<file path="src/rtl/mul_add_check.sv">
// Sequential shift-add multiply-accumulate: Prod = A*B + R after a fixed WIDTH-cycle run.
// Rebuilds a dividend from quotient/divisor/remainder; also usable as a plain multiplier.
module mul_add_check #(
   parameter int unsigned WIDTH = 16
) (
   input  logic               clk,
   input  logic               rst_n,
   input  logic               start,
   input  logic [WIDTH-1:0]   A,
   input  logic [WIDTH-1:0]   B,
   input  logic [WIDTH-1:0]   R,
   output logic [2*WIDTH-1:0] Prod,
   output logic               Ovf,
   output logic               busy,
   output logic               done
);

   localparam int unsigned CntW = $clog2(WIDTH);

   typedef enum logic [1:0] {StIdle, StRun, StDone} state_e;

   state_e               state_q, state_d;
   logic [2*WIDTH-1:0]   mcand_q, mcand_d;
   logic [WIDTH-1:0]     mplier_q, mplier_d;
   logic [2*WIDTH-1:0]   acc_q, acc_d;
   logic [CntW-1:0]      cnt_q, cnt_d;
   logic [2*WIDTH-1:0]   prod_q, prod_d;
   logic                 ovf_q, ovf_d;

   always_ff @(posedge clk or negedge rst_n) begin
      if (!rst_n) begin
         state_q  <= StIdle;
         mcand_q  <= '0;
         mplier_q <= '0;
         acc_q    <= '0;
         cnt_q    <= '0;
         prod_q   <= '0;
         ovf_q    <= 1'b0;
      end else begin
         state_q  <= state_d;
         mcand_q  <= mcand_d;
         mplier_q <= mplier_d;
         acc_q    <= acc_d;
         cnt_q    <= cnt_d;
         prod_q   <= prod_d;
         ovf_q    <= ovf_d;
      end
   end

   always_comb begin
      state_d  = state_q;
      mcand_d  = mcand_q;
      mplier_d = mplier_q;
      acc_d    = acc_q;
      cnt_d    = cnt_q;
      prod_d   = prod_q;
      ovf_d    = ovf_q;

      unique case (state_q)
         StIdle: begin
            if (start) begin
               mcand_d  = {{WIDTH{1'b0}}, A};
               mplier_d = B;
               acc_d    = {{WIDTH{1'b0}}, R};
               cnt_d    = '0;
               state_d  = StRun;
            end
         end
         StRun: begin
            // Always WIDTH iterations, even once mplier is zero, to keep latency fixed.
            if (mplier_q[0]) begin
               acc_d = acc_q + mcand_q;
            end
            mcand_d  = mcand_q << 1;
            mplier_d = mplier_q >> 1;
            cnt_d    = cnt_q + CntW'(1);
            if (cnt_q == CntW'(WIDTH - 1)) begin
               prod_d  = acc_d;
               ovf_d   = |acc_d[2*WIDTH-1:WIDTH];
               state_d = StDone;
            end
         end
         StDone: begin
            state_d = StIdle;
         end
         default: begin
            state_d = StIdle;
         end
      endcase
   end

   assign Prod = prod_q;
   assign Ovf  = ovf_q;
   assign busy = (state_q != StIdle);
   assign done = (state_q == StDone);

endmodule

</file>
<file path="config.mk">
export PLATFORM = sky130hd
export DESIGN_NAME = mul_add_check
export DESIGN_NICKNAME = d
export VERILOG_FILES = /design/src/rtl/mul_add_check.sv
export SDC_FILE = /design/constraint.sdc
export NUM_CORES = 1
export LEC_CHECK = 0
export CORE_MARGIN = 8
export CORE_UTILIZATION = 46
export DETAILED_ROUTE_END_ITERATION = 7
export PLACE_DENSITY = 0.7
export SYNTH_ARGS = -nofsm -noshare
export SYNTH_HDL_FRONTEND = slang
export SYNTH_SLANG_ARGS = --single-unit
</file>
<file path="constraint.sdc">
create_clock -name clk -period 4 [get_ports clk]
set_input_delay 0.8 -clock clk [delete_from_list [all_inputs] [get_ports clk]]
set_output_delay 0.8 -clock clk [all_outputs]
set_load 0.01 [all_outputs]
</file>
Word-level counts from Yosys, hierarchy flattened
Index checks and enable logic that the tools add are counted.
- output and inout port bits: 35
- bits in registers: 119
- word-level logic and storage cells: 34
- bits of input ports: 51
- reductions and logical operators: 7
- add/sub/neg operators: 2
- muxes and demuxes: 13
- eq/ne operators: 5
- operator list (cell ; number):
    $mux W32 ; 4
    $pmux W32 S2 ; 2
    $add A32 B32 Y32 ; 1
    $pmux W16 S2 ; 1
    $mux W16 ; 1
    $reduce_or A16 Y1 ; 1
    $pmux W4 S2 ; 1
    $reduce_and A2 Y1 ; 3
    $add A4 B1 Y4 const B ; 1
    $eq A4 B4 Y1 const B ; 1
    $mux W2 ; 2
    $mux W4 ; 1
    $ne A2 B2 Y1 const B ; 2
    $pmux W2 S2 ; 1
    $reduce_bool A2 Y1 ; 2
    $eq A2 B1 Y1 const B ; 1
    $eq A2 B2 Y1 const B ; 1
    $logic_not A2 Y1 ; 1

Depth between registers and ports, before layout
Gate-level depths: netlist of the first run.
- word-level depth: 4
- mapped depth: 11
- depth with buffers taken out: 11

Least setup slack after synthesis of the first run
Ideal clock, no wire load.
- path type: reg-to-reg
- from: register mcand_q[0]
- to: register ovf_q (netlist: Ovf)
- setup slack: 996 ps
- data required time: 3871 ps
- buffers on the path: 0
- period minus slack after synthesis: 3004 ps
- arrival: 2875 ps
- setup time: 129 ps
- stages on the path, launching flop included: 12
- cells stage by stage: dfrtp_1 ha_1 fa_1 a21o_1 a221oi_4 o211ai_4 a211o_1 a21oi_1 nor3b_1 or4b_4 nor4_2 a21oi_1
- longest elaborated chain between the ends: 4
- RTL lines (item ; line ; text):
    start, declared ; 23 ; logic [2*WIDTH-1:0] mcand_q, mcand_d;
    start signal, assigned ; 41 ; mcand_q <= mcand_d;
    $add A32 B32 Y32 ; 72 ; acc_d = acc_q + mcand_q;
    $mux W32 ; 71 ; if (mplier_q[0]) begin
    $mux W32 ; 59 ; unique case (state_q)
    $reduce_or A16 Y1 ; 79 ; ovf_d = |acc_d[2*WIDTH-1:WIDTH];
    end signal, assigned ; 46 ; ovf_q <= ovf_d;
    end, declared ; 28 ; logic ovf_q, ovf_d;
No other way between the ends. The select of a mux whose other input is x is not followed.
A chain may end at the register's enable or synchronous reset.

Worst setup path in the final report of the first run
Ends and elaborated chain as after synthesis.

==> metrics.md, run 1 <==
| Metric | Value |
|---|---|
| Pwr/cell area | `997 nW/um2` |
| Max frequency | `302 MHz` |
| Yosys top cell by area | `dfrtp_1` |
| Placed cells | `994` |
| Final Setup Violations | `0` |
| Total power draw | `0.00860 W` |
| Die Width | `139 um` |
| H-tree levels | `4` |
| WHS | `476 ps` |
| Clk pin slew, worst setup/hold paths | `60 ps` |
| First-pass GRT wire length | `34.3 mm` |
| Synth Flop Type | `dfrtp_1` |
| Most frequent cell after synthesis | `dfrtp_1` |
| Clock power share | `0.198` |
| Die Span Y | `139 um` |
| Vias/cell | `6.19` |
| RSZ-0062 raised after global routing | `false` |
| Fillcell total | `1339` |
| Peak VDD IR | `0.000683 V` |
| Largest net degree at the start of global routing | `67` |
| M1 wire length | `9.25 mm` |
| Tightest Hold Check Type | `in2async` |
| Buf/Inv on CP | `0` |
| Vias in the first global route | `6525` |
| Initial Util | `0.465` |
| Port Buffers | `85` |
| Final-report hold violation count | `0` |
| Final setup TNS | `0 ps` |
| Final Instance Count excl. Fillers | `1026` |
| TritonCTS Buffers | `17` |
| # clock sinks | `119` |
| Switching Share | `0.447` |
| Maximum clock path buffer count | `2` |
| Async SR Flop Fraction | `1.00` |
| Mapped cell area | `6990 um2` |
| Synth top area cells | `dfrtp_1 (43%), nand2_1 (5.8%), ha_1 (5.7%), o21ai_0 (5.5%), a21oi_1 (4.5%)` |
| Tmin final | `3310 ps` |
| Top layer in use | `met4` |
| Hold_buf cts | `0` |
| Final Wtd Congestion | `0.934` |
| CTS resizes | `0` |
| Top post-synthesis cells by count | `dfrtp_1 (119), nand2_1 (108), o21ai_0 (77), a21oi_1 (63), o22ai_1 (46)` |
| Post-synth EDFFs | `0` |
| Relative slew slack | `0.197` |
| Post-synthesis sequential element count | `119` |
| Avg Inst Size Synth | `9.17 um2` |
| Synth Warn # | `0` |
| Comb pwr share | `0.545` |
| Synth top area share | `0.426` |
| Post-synthesis sequential area ratio | `0.426` |
| Worst Setup Slack, final | `690 ps` |
| Post-DP HPWL | `14.6 mm` |
| Sequential power share | `0.257` |
| Critical R2R Launch | `mcand_q[0]$_DFFE_PN0P_` |
| Skew final | `12.4 ps` |
| Core area | `15000 um2` |
| DRT Wirelength | `20.9 mm` |
| Post-CTS setup repair buffer count | `0` |
| CP peak stage delay | `520 ps` |
| Synthesized instance count | `762` |
| Status | `finished clean` |
| Net Count, Synth | `846` |
| DR DRC count | `0` |
| CP Cell Sequence | `ha_1 > fa_1 > a21o_1 > a221oi_4 > o211ai_4 > a211o_1 > a21oi_1 > nor3b_1 > or4b_4 > nor4_2 > a21oi_1` |
| Path type of the worst setup path | `reg2reg` |
| TritonCTS clock tree | `yes` |
| Max Cap Viol | `0` |
| Clk_lat worst skew | `420 ps` |
| # nets final | `909` |
| Die ar. | `19400 um2` |
| Routed Antenna Nets | `0` |
| DR WL/cell | `20.3 um` |
| GR Util All Layers | `0.218` |
| CTS Root Cell | `clkbuf_16` |
| Grt total ovfl | `0` |
| CP Max Fanout | `6` |
| Met2 WL | `9.89 mm` |
| Arr. time, crit path | `3610 ps` |
| Io pins | `86` |
| Crit path from | `mcand_q[0]$_DFFE_PN0P_` |
| Site Rows | `45` |
| Drt initial violations | `599` |
| Crit. End Element | `flip-flop` |
| Layout cells sized above 1 | `0.0859` |
| Count of different cell masters after synthesis | `66` |
| ANT cells | `0` |
| Worst EP required | `4300 ps` |
| WL met3 | `1.50 mm` |
| Period utilisation layout | `0.828` |
| Dpl ws | `714 ps` |
| CP delay by family, top | `compound AO/OA/AOI/OAI gates` |
| Routed vias | `6355` |
| Final Slew Violations | `0` |
| Leak Pwr | `3.68 nW` |
| Worst Max-Slew Pin Slew | `1200 ps` |
| Worst Setup Start Kind | `flip-flop` |
| Sw power | `0.00385 W` |
| DRT Pass-1 Iters | `5` |
| Most Frequent Cell on Critical Path | `a21oi_1` |
| Antenna violations before repair | `0` |
| Layout overhead on the synthesized area | `23.4%` |
| Pint | `0.00475 W` |
| Crit-path slowest cell | `or4b_4` |
[stage by stage]
step / cell area, um2 / util
after global placement: 7980 / 0.531
after detailed placement: 7980 / 0.531
after floorplan: 6990 / -
after global routing: 8620 / 0.574
final: 8620 / 0.574
after CTS: 8620 / 0.574
[final timing paths]
kind,slack [ps],endpoint,cells after the start
max,690,Ovf$_DFFE_PN0P_,11
min,480,Prod[15]$_DFFE_PN0P_,1
max reg2reg,690,Ovf$_DFFE_PN0P_,11
min reg2reg,480,Prod[27]$_DFFE_PN0P_,2
max in group asynchronous,2590,acc_q[26]$_DFFE_PN0P_,2
min in group clk,480,Prod[27]$_DFFE_PN0P_,2
[routing by layer]
| layer | global-route usage | vias up |
|---|---|---|
| li1 | - | 2977 |
| met1 | 0.290 | 3098 |
| met2 | 0.345 | 262 |
| met3 | 0.0530 | 18 |
| met4 | 0.0659 | 0 |
| met5 | 0 | - |
[power by group through the flow]
stage | sequential (W) | combinational (W) | clock [W]
after global routing | 0.00227 | 0.00516 | 0.00177
after floorplan | 0.00212 | 0.00330 | 0
after global placement | 0.00219 | 0.00455 | 0
after detailed placement | 0.00221 | 0.00463 | 0
final | 0.00221 | 0.00469 | 0.00170
after CTS | 0.00220 | 0.00466 | 0.00171
[cells by family after synthesis]
group	count (synthesis)	share of synthesized area
flip-flops	119	0.426
buffers and inverters	63	0.0356
AO/OA/AOI/OAI	303	0.285
adder cells (fa/ha/maj)	33	0.0602
XOR/XNOR	23	0.0288
multiplexers	22	0.0315
AND/OR/NAND/NOR	199	0.133
[cells in the final DEF, fill, tap and decap left out, types with 5 or more instances in the layout]
cell type and n:
nand3_1 12, clkdlybuf4s50_1 84, nor3_1 5, a21o_1 12, inv_6 7, a22oi_1 15
a22o_1 25, a21oi_1 63, nand4_1 9, o21ai_0 77, o22a_1 12, nor2_1 26
buf_4 16, nand2_1 108, mux2i_1 22, and2_1 5, dfrtp_1 118, ha_1 32
xnor2_1 15, o22ai_1 46, nor2b_1 6, xor2_1 8, a31oi_1 5, clkbuf_16 17
[sequential cells by signal, summed over array words and instances (netlist names)]
name / cells
acc_q: 32
state_q: 2
Prod: 32
mplier_q: 16
mcand_q: 32
Ovf: 1
cnt_q: 4
[area by class of cell]
class                   count  area (um2)  share of cell area
repair buffers            100         961               0.111
flip-flops and latches    119        2980               0.345
multi-input cells         580        3770               0.438
clock inverters            14         209              0.0242
inverters                   7        26.3             0.00305
well taps                 188         235              0.0273
clock buffers              18         439              0.0509
[worst reg2reg max path, delay by kind of cell, from the launching register on]
family	cells	cell delay, ps
compound gates	6	1380
fa+ha+maj	2	640
flops	1	410
simple gates	3	760
(Power assumes the default switching activity.)
==> run 2, diff against run 1 <==
PLACE_DENSITY = 0.73   (was 0.7)
clock period = 2.8 ns   (was 4 ns; I/O delays follow)
==> metrics.md, run 2 (same netlist as run 1, synthesis figures left out) <==
| Metric | Value |
|---|---|
| Pwr/cell area | `1470 nW/um2 (was 997 nW/um2)` |
| RR Endpoint | `Ovf$_DFFE_PN0P_ (unchanged)` |
| Period utilisation layout | `1.08 (was 0.828)` |
| ANT cells | `0 (unchanged)` |
| Final Cell Area | `9640 um2 (was 8620 um2)` |
| Peak VDD IR | `0.000746 V (was 0.000683 V)` |
| Die Span Y | `139 um (unchanged)` |
| Max frequency | `329 MHz (was 302 MHz)` |
| Arr. time, crit path | `3340 ps (was 3610 ps)` |
| Path type of the worst setup path | `reg2reg (unchanged)` |
| Register area | `2980 um2 (unchanged)` |
| Critical R2R Launch | `mcand_q[0]$_DFFE_PN0P_ (unchanged)` |
| Switching Share | `0.421 (was 0.447)` |
| Clk pin slew, worst setup/hold paths | `60 ps (about the same)` |
| Site Rows | `45 (unchanged)` |
| Initial Util | `0.465 (unchanged)` |
| Hold_buf cts | `0 (unchanged)` |
| Placed Area | `8870 um2 (was 7980 um2)` |
| GR Util All Layers | `0.224 (was 0.218)` |
| Grt total ovfl | `0 (unchanged)` |
| Crit. End Element | `flip-flop (unchanged)` |
| Worst Max-Slew Pin Slew | `783 ps (was 1200 ps)` |
| DR DRC count | `0 (unchanged)` |
| # clock sinks | `119 (unchanged)` |
| Final Wtd Congestion | `0.918 (was 0.934)` |
| Skew final | `10.5 ps (was 12.4 ps)` |
| CTS Root Cell | `clkbuf_16 (unchanged)` |
| Tightest Hold Check Type | `in2async (unchanged)` |
| Most frequent cells in the layout | `buf_4 (129), dfrtp_1 (118), nand2_1 (108) (was dfrtp_1 (118), nand2_1 (108), clkdlybuf4s50_1 (84))` |
| DRT Wirelength | `21.5 mm (was 20.9 mm)` |
| WHS | `124 ps (was 476 ps)` |
| Drt initial violations | `494 (was 599)` |
| Port Buffers | `85 (unchanged)` |
| Antenna violations before repair | `0 (unchanged)` |
| Tmin final | `3040 ps (was 3310 ps)` |
| Worst Setup Start Kind | `flip-flop (unchanged)` |
| Status | `finished, violations left (was finished clean)` |
| Violated checks | `negative setup slack` |
| RSZ-0062 raised after global routing | `true (was false)` |
| CP Max Fanout | `3 (was 6)` |
| H-tree levels | `4 (unchanged)` |
| Die Width | `139 um (unchanged)` |
| Leak Pwr | `4.25 nW (was 3.68 nW)` |
| TritonCTS Buffers | `17 (unchanged)` |
| Worst EP required | `3100 ps (was 4300 ps)` |
| Die ar. | `19400 um2 (unchanged)` |
| Post-DP HPWL | `15.4 mm (was 14.6 mm)` |
| First-pass GRT wire length | `35.3 mm (was 34.3 mm)` |
| TritonCTS clock tree | `yes (unchanged)` |
| Max Cap Viol | `0 (unchanged)` |
| Routed Antenna Nets | `0 (unchanged)` |
| Largest net degree at the start of global routing | `60 (was 67)` |
| # nets final | `1025 (was 909)` |
| Maximum clock path buffer count | `2 (unchanged)` |
| Relative slew slack | `0.476 (was 0.197)` |
| Layout overhead on the synthesized area | `38.0% (was 23.4%)` |
| Final Slew Violations | `0 (unchanged)` |
| Vias/cell | `5.97 (was 6.19)` |
| Sequential power share | `0.210 (was 0.257)` |
| Final Setup Violations | `3 (was 0)` |
| Most common cell after layout, fill and taps aside | `buf_4 (was dfrtp_1)` |
| Total power draw | `0.0141 W (was 0.00860 W)` |
| DRT Pass-1 Iters | `5 (unchanged)` |
| Io pins | `86 (unchanged)` |
| Clock power share | `0.168 (was 0.198)` |
| Clk_lat worst skew | `430 ps (was 420 ps)` |
| Multi-input gate area | `3900 um2 (was 3770 um2)` |
| Fillcell total | `1204 (was 1339)` |
| Pint | `0.00819 W (was 0.00475 W)` |
| Layout cells sized above 1 | `0.219 (was 0.0859)` |
| Core area | `15000 um2 (unchanged)` |
| Vias in the first global route | `6973 (was 6525)` |
| Final-report hold violation count | `0 (unchanged)` |
| Worst Setup Slack, final | `-237 ps (was 690 ps)` |
| Reg2Reg Depth | `11 (unchanged)` |
| Comb pwr share | `0.622 (was 0.545)` |
| Sw power | `0.00596 W (was 0.00385 W)` |
| FF-to-FF setup slack | `-240 ps (was 690 ps)` |
| DR WL/cell | `18.8 um (was 20.3 um)` |
| Routed vias | `6819 (was 6355)` |
[run 2: power groups by stage]
stage,Sequential [W],Clock (W),Combinational (W)
3_3_place_gp,0.00295,0,0.00818
4_1_cts,0.00297,0.00239,0.00848
2_1_floorplan,0.00303,0,0.00472
5_1_grt,0.00307,0.00246,0.00959
3_5_place_dp,0.00297,0,0.00831
6_report,0.00298,0.00237,0.00880
[run 2: layer usage]
metal / global-route usage / vias up / share of wire / wire length (um)
met4: 0.0895 / 0 / 0.023 / 488
met1: 0.277 / 3313 / 0.43 / 9230
met5: 0 / - / 0 / 0
met3: 0.0499 / 32 / 0.057 / 1240
met2: 0.374 / 245 / 0.49 / 10600
li1: - / 3229 / - / -
[run 2: stage by stage]
stage / TNS, ps / utilization / worst slack [ps] / cells
detailed placement: -1030 / 0.590 / -327 / 1107
global placement: -332 / 0.590 / -233 / 1107
global route: -1000 / 0.642 / -420 / 1142
CTS: -203 / 0.634 / -187 / 1141
finish: -373 / 0.642 / -237 / 1142
floorplan: -142 / - / -142 / 762
[run 2: cell type report]
| class | count | share of cell area |
|---|---|---|
| flip-flops and latches | 119 | 0.309 |
| inverters | 7 | 0.00272 |
| clock inverters | 14 | 0.0205 |
| repair buffers | 216 | 0.194 |
| clock buffers | 18 | 0.0455 |
| multi-input cells | 580 | 0.404 |
| well taps | 188 | 0.0244 |
[run 2: worst max-delay path by stage]
stage | slack [ps] | depth (start not counted) | from | end
3_3_place_gp | -230 | 11 | mcand_q[0]$_DFFE_PN0P_ | Ovf$_DFFE_PN0P_
3_5_place_dp | -330 | 11 | mcand_q[0]$_DFFE_PN0P_ | Ovf$_DFFE_PN0P_
2_1_floorplan | -140 | 11 | mcand_q[0]$_DFFE_PN0P_ | Ovf$_DFFE_PN0P_
4_1_cts | -190 | 11 | mcand_q[0]$_DFFE_PN0P_ | Ovf$_DFFE_PN0P_
5_1_grt | -420 | 11 | mcand_q[0]$_DFFE_PN0P_ | Ovf$_DFFE_PN0P_
6_report | -240 | 11 | mcand_q[0]$_DFFE_PN0P_ | Ovf$_DFFE_PN0P_
[run 2: critical path, stage by stage, from the launching register on]
cell,delay [ps]
dfrtp_1,380
ha_2,200
fa_2,350
a21o_1,210
a221oi_4,330
o211ai_4,120
a211o_1,340
a311oi_2,310
xnor2_1,120
o31ai_1,220
nor4b_2,240
a21oi_1,100
[run 2: what timing repair did]
action,in CTS,in global routing
endpoints found under the setup margin,14,22
gates cloned,0,0
hold endpoints to repair,0,0
resized for setup,6,25
setup buffers,2,1
pin swaps,2,6
==> run 3, diff against run 2 <==
CAP_MARGIN = 40   (was default)
PLACE_DENSITY = 0.71   (was 0.73)
==> metrics.md, run 3 (same netlist as run 1, synthesis figures left out) <==
| Metric | Value |
|---|---|
| Drt initial violations | `598 (was 494)` |
| # nets final | `1037 (was 1025)` |
| Die Span Y | `139 um (unchanged)` |
| Status | `finished, violations left (unchanged)` |
| Post-DP HPWL | `16.3 mm (was 15.4 mm)` |
| Initial Util | `0.465 (unchanged)` |
| Grt total ovfl | `0 (unchanged)` |
| Critical R2R Launch | `mcand_q[10]$_DFFE_PN0P_ (was mcand_q[0]$_DFFE_PN0P_)` |
| Pwr/cell area | `1470 nW/um2 (about the same)` |
| Layout cells sized above 1 | `0.239 (was 0.219)` |
| Max Cap Viol | `0 (unchanged)` |
| Largest net degree at the start of global routing | `60 (unchanged)` |
| Reg2Reg Depth | `10 (was 11)` |
| WL met3 | `1.35 mm (was 1.24 mm)` |
| Worst EP required | `3110 ps (was 3100 ps)` |
| Met2 WL | `10.7 mm (was 10.6 mm)` |
| Skew final | `10.9 ps (was 10.5 ps)` |
| Final Setup Violations | `1 (was 3)` |
| Site Rows | `45 (unchanged)` |
| Relative slew slack | `0.543 (was 0.476)` |
| First-pass GRT wire length | `36.8 mm (was 35.3 mm)` |
| CP Max Fanout | `5 (was 3)` |
| Clk_lat worst skew | `430 ps (about the same)` |
| Final Slew Violations | `0 (unchanged)` |
| DRT Pass-1 Iters | `6 (was 5)` |
| Violated checks | `negative setup slack (unchanged)` |
| Clk pin slew, worst setup/hold paths | `60 ps (about the same)` |
| Crit. End Element | `flip-flop (unchanged)` |
| Period utilisation layout | `1.08 (about the same)` |
| Maximum clock path buffer count | `2 (unchanged)` |
| TritonCTS clock tree | `yes (unchanged)` |
| Layout overhead on the synthesized area | `40.0% (was 38.0%)` |
| M1 wire length | `9.52 mm (was 9.23 mm)` |
| GR Util All Layers | `0.232 (was 0.224)` |
| Routed vias | `6917 (was 6819)` |
| Top layer in use | `met4 (unchanged)` |
| Routed Antenna Nets | `0 (unchanged)` |
| Vias in the first global route | `7162 (was 6973)` |
| Arr. time, crit path | `3320 ps (was 3340 ps)` |
| Final setup TNS | `-210 ps (was -373 ps)` |
| CTS Root Cell | `clkbuf_16 (unchanged)` |
| TritonCTS Buffers | `17 (unchanged)` |
| Die Width | `139 um (unchanged)` |
| DRT Wirelength | `22.3 mm (was 21.5 mm)` |
| Peak VDD IR | `0.000667 V (was 0.000746 V)` |
| Final core utilization | `0.650 (was 0.642)` |
| DR WL/cell | `19.3 um (was 18.8 um)` |
| Antenna violations before repair | `0 (unchanged)` |
| Die ar. | `19400 um2 (unchanged)` |
| RSZ-0062 raised after global routing | `true (unchanged)` |
| # clock sinks | `119 (unchanged)` |
| Vias/cell | `5.99 (was 5.97)` |
| FF-to-FF setup slack | `-210 ps (was -240 ps)` |
| DR DRC count | `0 (unchanged)` |
| H-tree levels | `4 (unchanged)` |
| Worst Max-Slew Pin Slew | `684 ps (was 783 ps)` |
| Final Wtd Congestion | `0.919 (was 0.918)` |
| Most common cell after layout, fill and taps aside | `buf_4 (unchanged)` |
| Port Buffers | `85 (unchanged)` |
| Worst Setup Slack, final | `-210 ps (was -237 ps)` |
| Path type of the worst setup path | `reg2reg (unchanged)` |
| Final Instance Count excl. Fillers | `1154 (was 1142)` |
| RR Endpoint | `Ovf$_DFFE_PN0P_ (unchanged)` |
| Tmin final | `3010 ps (was 3040 ps)` |
| Worst Setup Start Kind | `flip-flop (unchanged)` |
| Placed cells | `1113 (was 1107)` |
| Core area | `15000 um2 (unchanged)` |
| Leak Pwr | `4.31 nW (was 4.25 nW)` |
| Max frequency | `332 MHz (was 329 MHz)` |
| Tightest Hold Check Type | `in2async (unchanged)` |
| Io pins | `86 (unchanged)` |
| Most frequent cells in the layout | `buf_4 (141), dfrtp_1 (119), nand2_1 (107) (was buf_4 (129), dfrtp_1 (118), nand2_1 (108))` |
| Final-report hold violation count | `0 (unchanged)` |
| ANT cells | `0 (unchanged)` |
==> run 3: layer usage <==
| layer | track usage | up-vias |
|---|---|---|
| met5 | 0 | - |
| met2 | 0.381 | 266 |
| met3 | 0.0540 | 51 |
| met4 | 0.106 | 0 |
| li1 | - | 3235 |
| met1 | 0.285 | 3365 |
==> run 3: where the power goes <==
group | total, W | switching, W | internal, W
sequential | 0.00301 | 0.000535 | 0.00248
clock | 0.00228 | 0.000936 | 0.00135
combinational | 0.00911 | 0.00474 | 0.00437
==> run 3: area by class of cell <==
class / instances / area, um2
repair buffers: 228 / 1940
clock inverters: 15 / 181
clock buffers: 17 / 425
multi-input cells: 580 / 3990
fillers: 1237 / 5260
inverters: 7 / 26.3
well taps: 188 / 235
flip-flops and latches: 119 / 2980
==> run 3: per-stage QoR <==
step           hold WS, ps  worst slack, ps  power, W  instance area (um2)
2_1_floorplan          264             -142   0.00775                 6990
3_5_place_dp           469             -269    0.0114                 8890
6_report               136             -210    0.0144                 9780
4_1_cts                150             -214    0.0139                 9550
3_3_place_gp           461             -225    0.0113                 8890
5_1_grt                179             -362    0.0154                 9780
==> run 3: repair_timing <==
item / 4_1_cts / 5_1_grt
gates resized for setup: 7 / 45
hold buffers: 0 / 0
pin swaps: 3 / 16
cloned: 0 / 0
setup endpoints to repair: 10 / 21
setup buffers: 1 / 9
==> run 3: critical path, cell delays in order, from the launching register on <==
cell and delay (ps):
dfrtp_1 400, ha_1 320, a21o_1 190, a31oi_1 140, a2111o_1 430, a21oi_4 250, o21a_1 170, o311a_1 240
or4b_4 500, nor4_4 140, a21oi_1 100
==> run 3: how the worst max path moves through the flow <==
stage	start	to	slack (ps)	depth (start not counted)
after CTS	mcand_q[0]$_DFFE_PN0P_	Ovf$_DFFE_PN0P_	-210	11
after global routing	mcand_q[0]$_DFFE_PN0P_	Ovf$_DFFE_PN0P_	-360	11
final	mcand_q[10]$_DFFE_PN0P_	Ovf$_DFFE_PN0P_	-210	10
after detailed placement	mcand_q[0]$_DFFE_PN0P_	Ovf$_DFFE_PN0P_	-270	11
after global placement	mcand_q[0]$_DFFE_PN0P_	Ovf$_DFFE_PN0P_	-230	11
after floorplan	mcand_q[0]$_DFFE_PN0P_	Ovf$_DFFE_PN0P_	-140	11
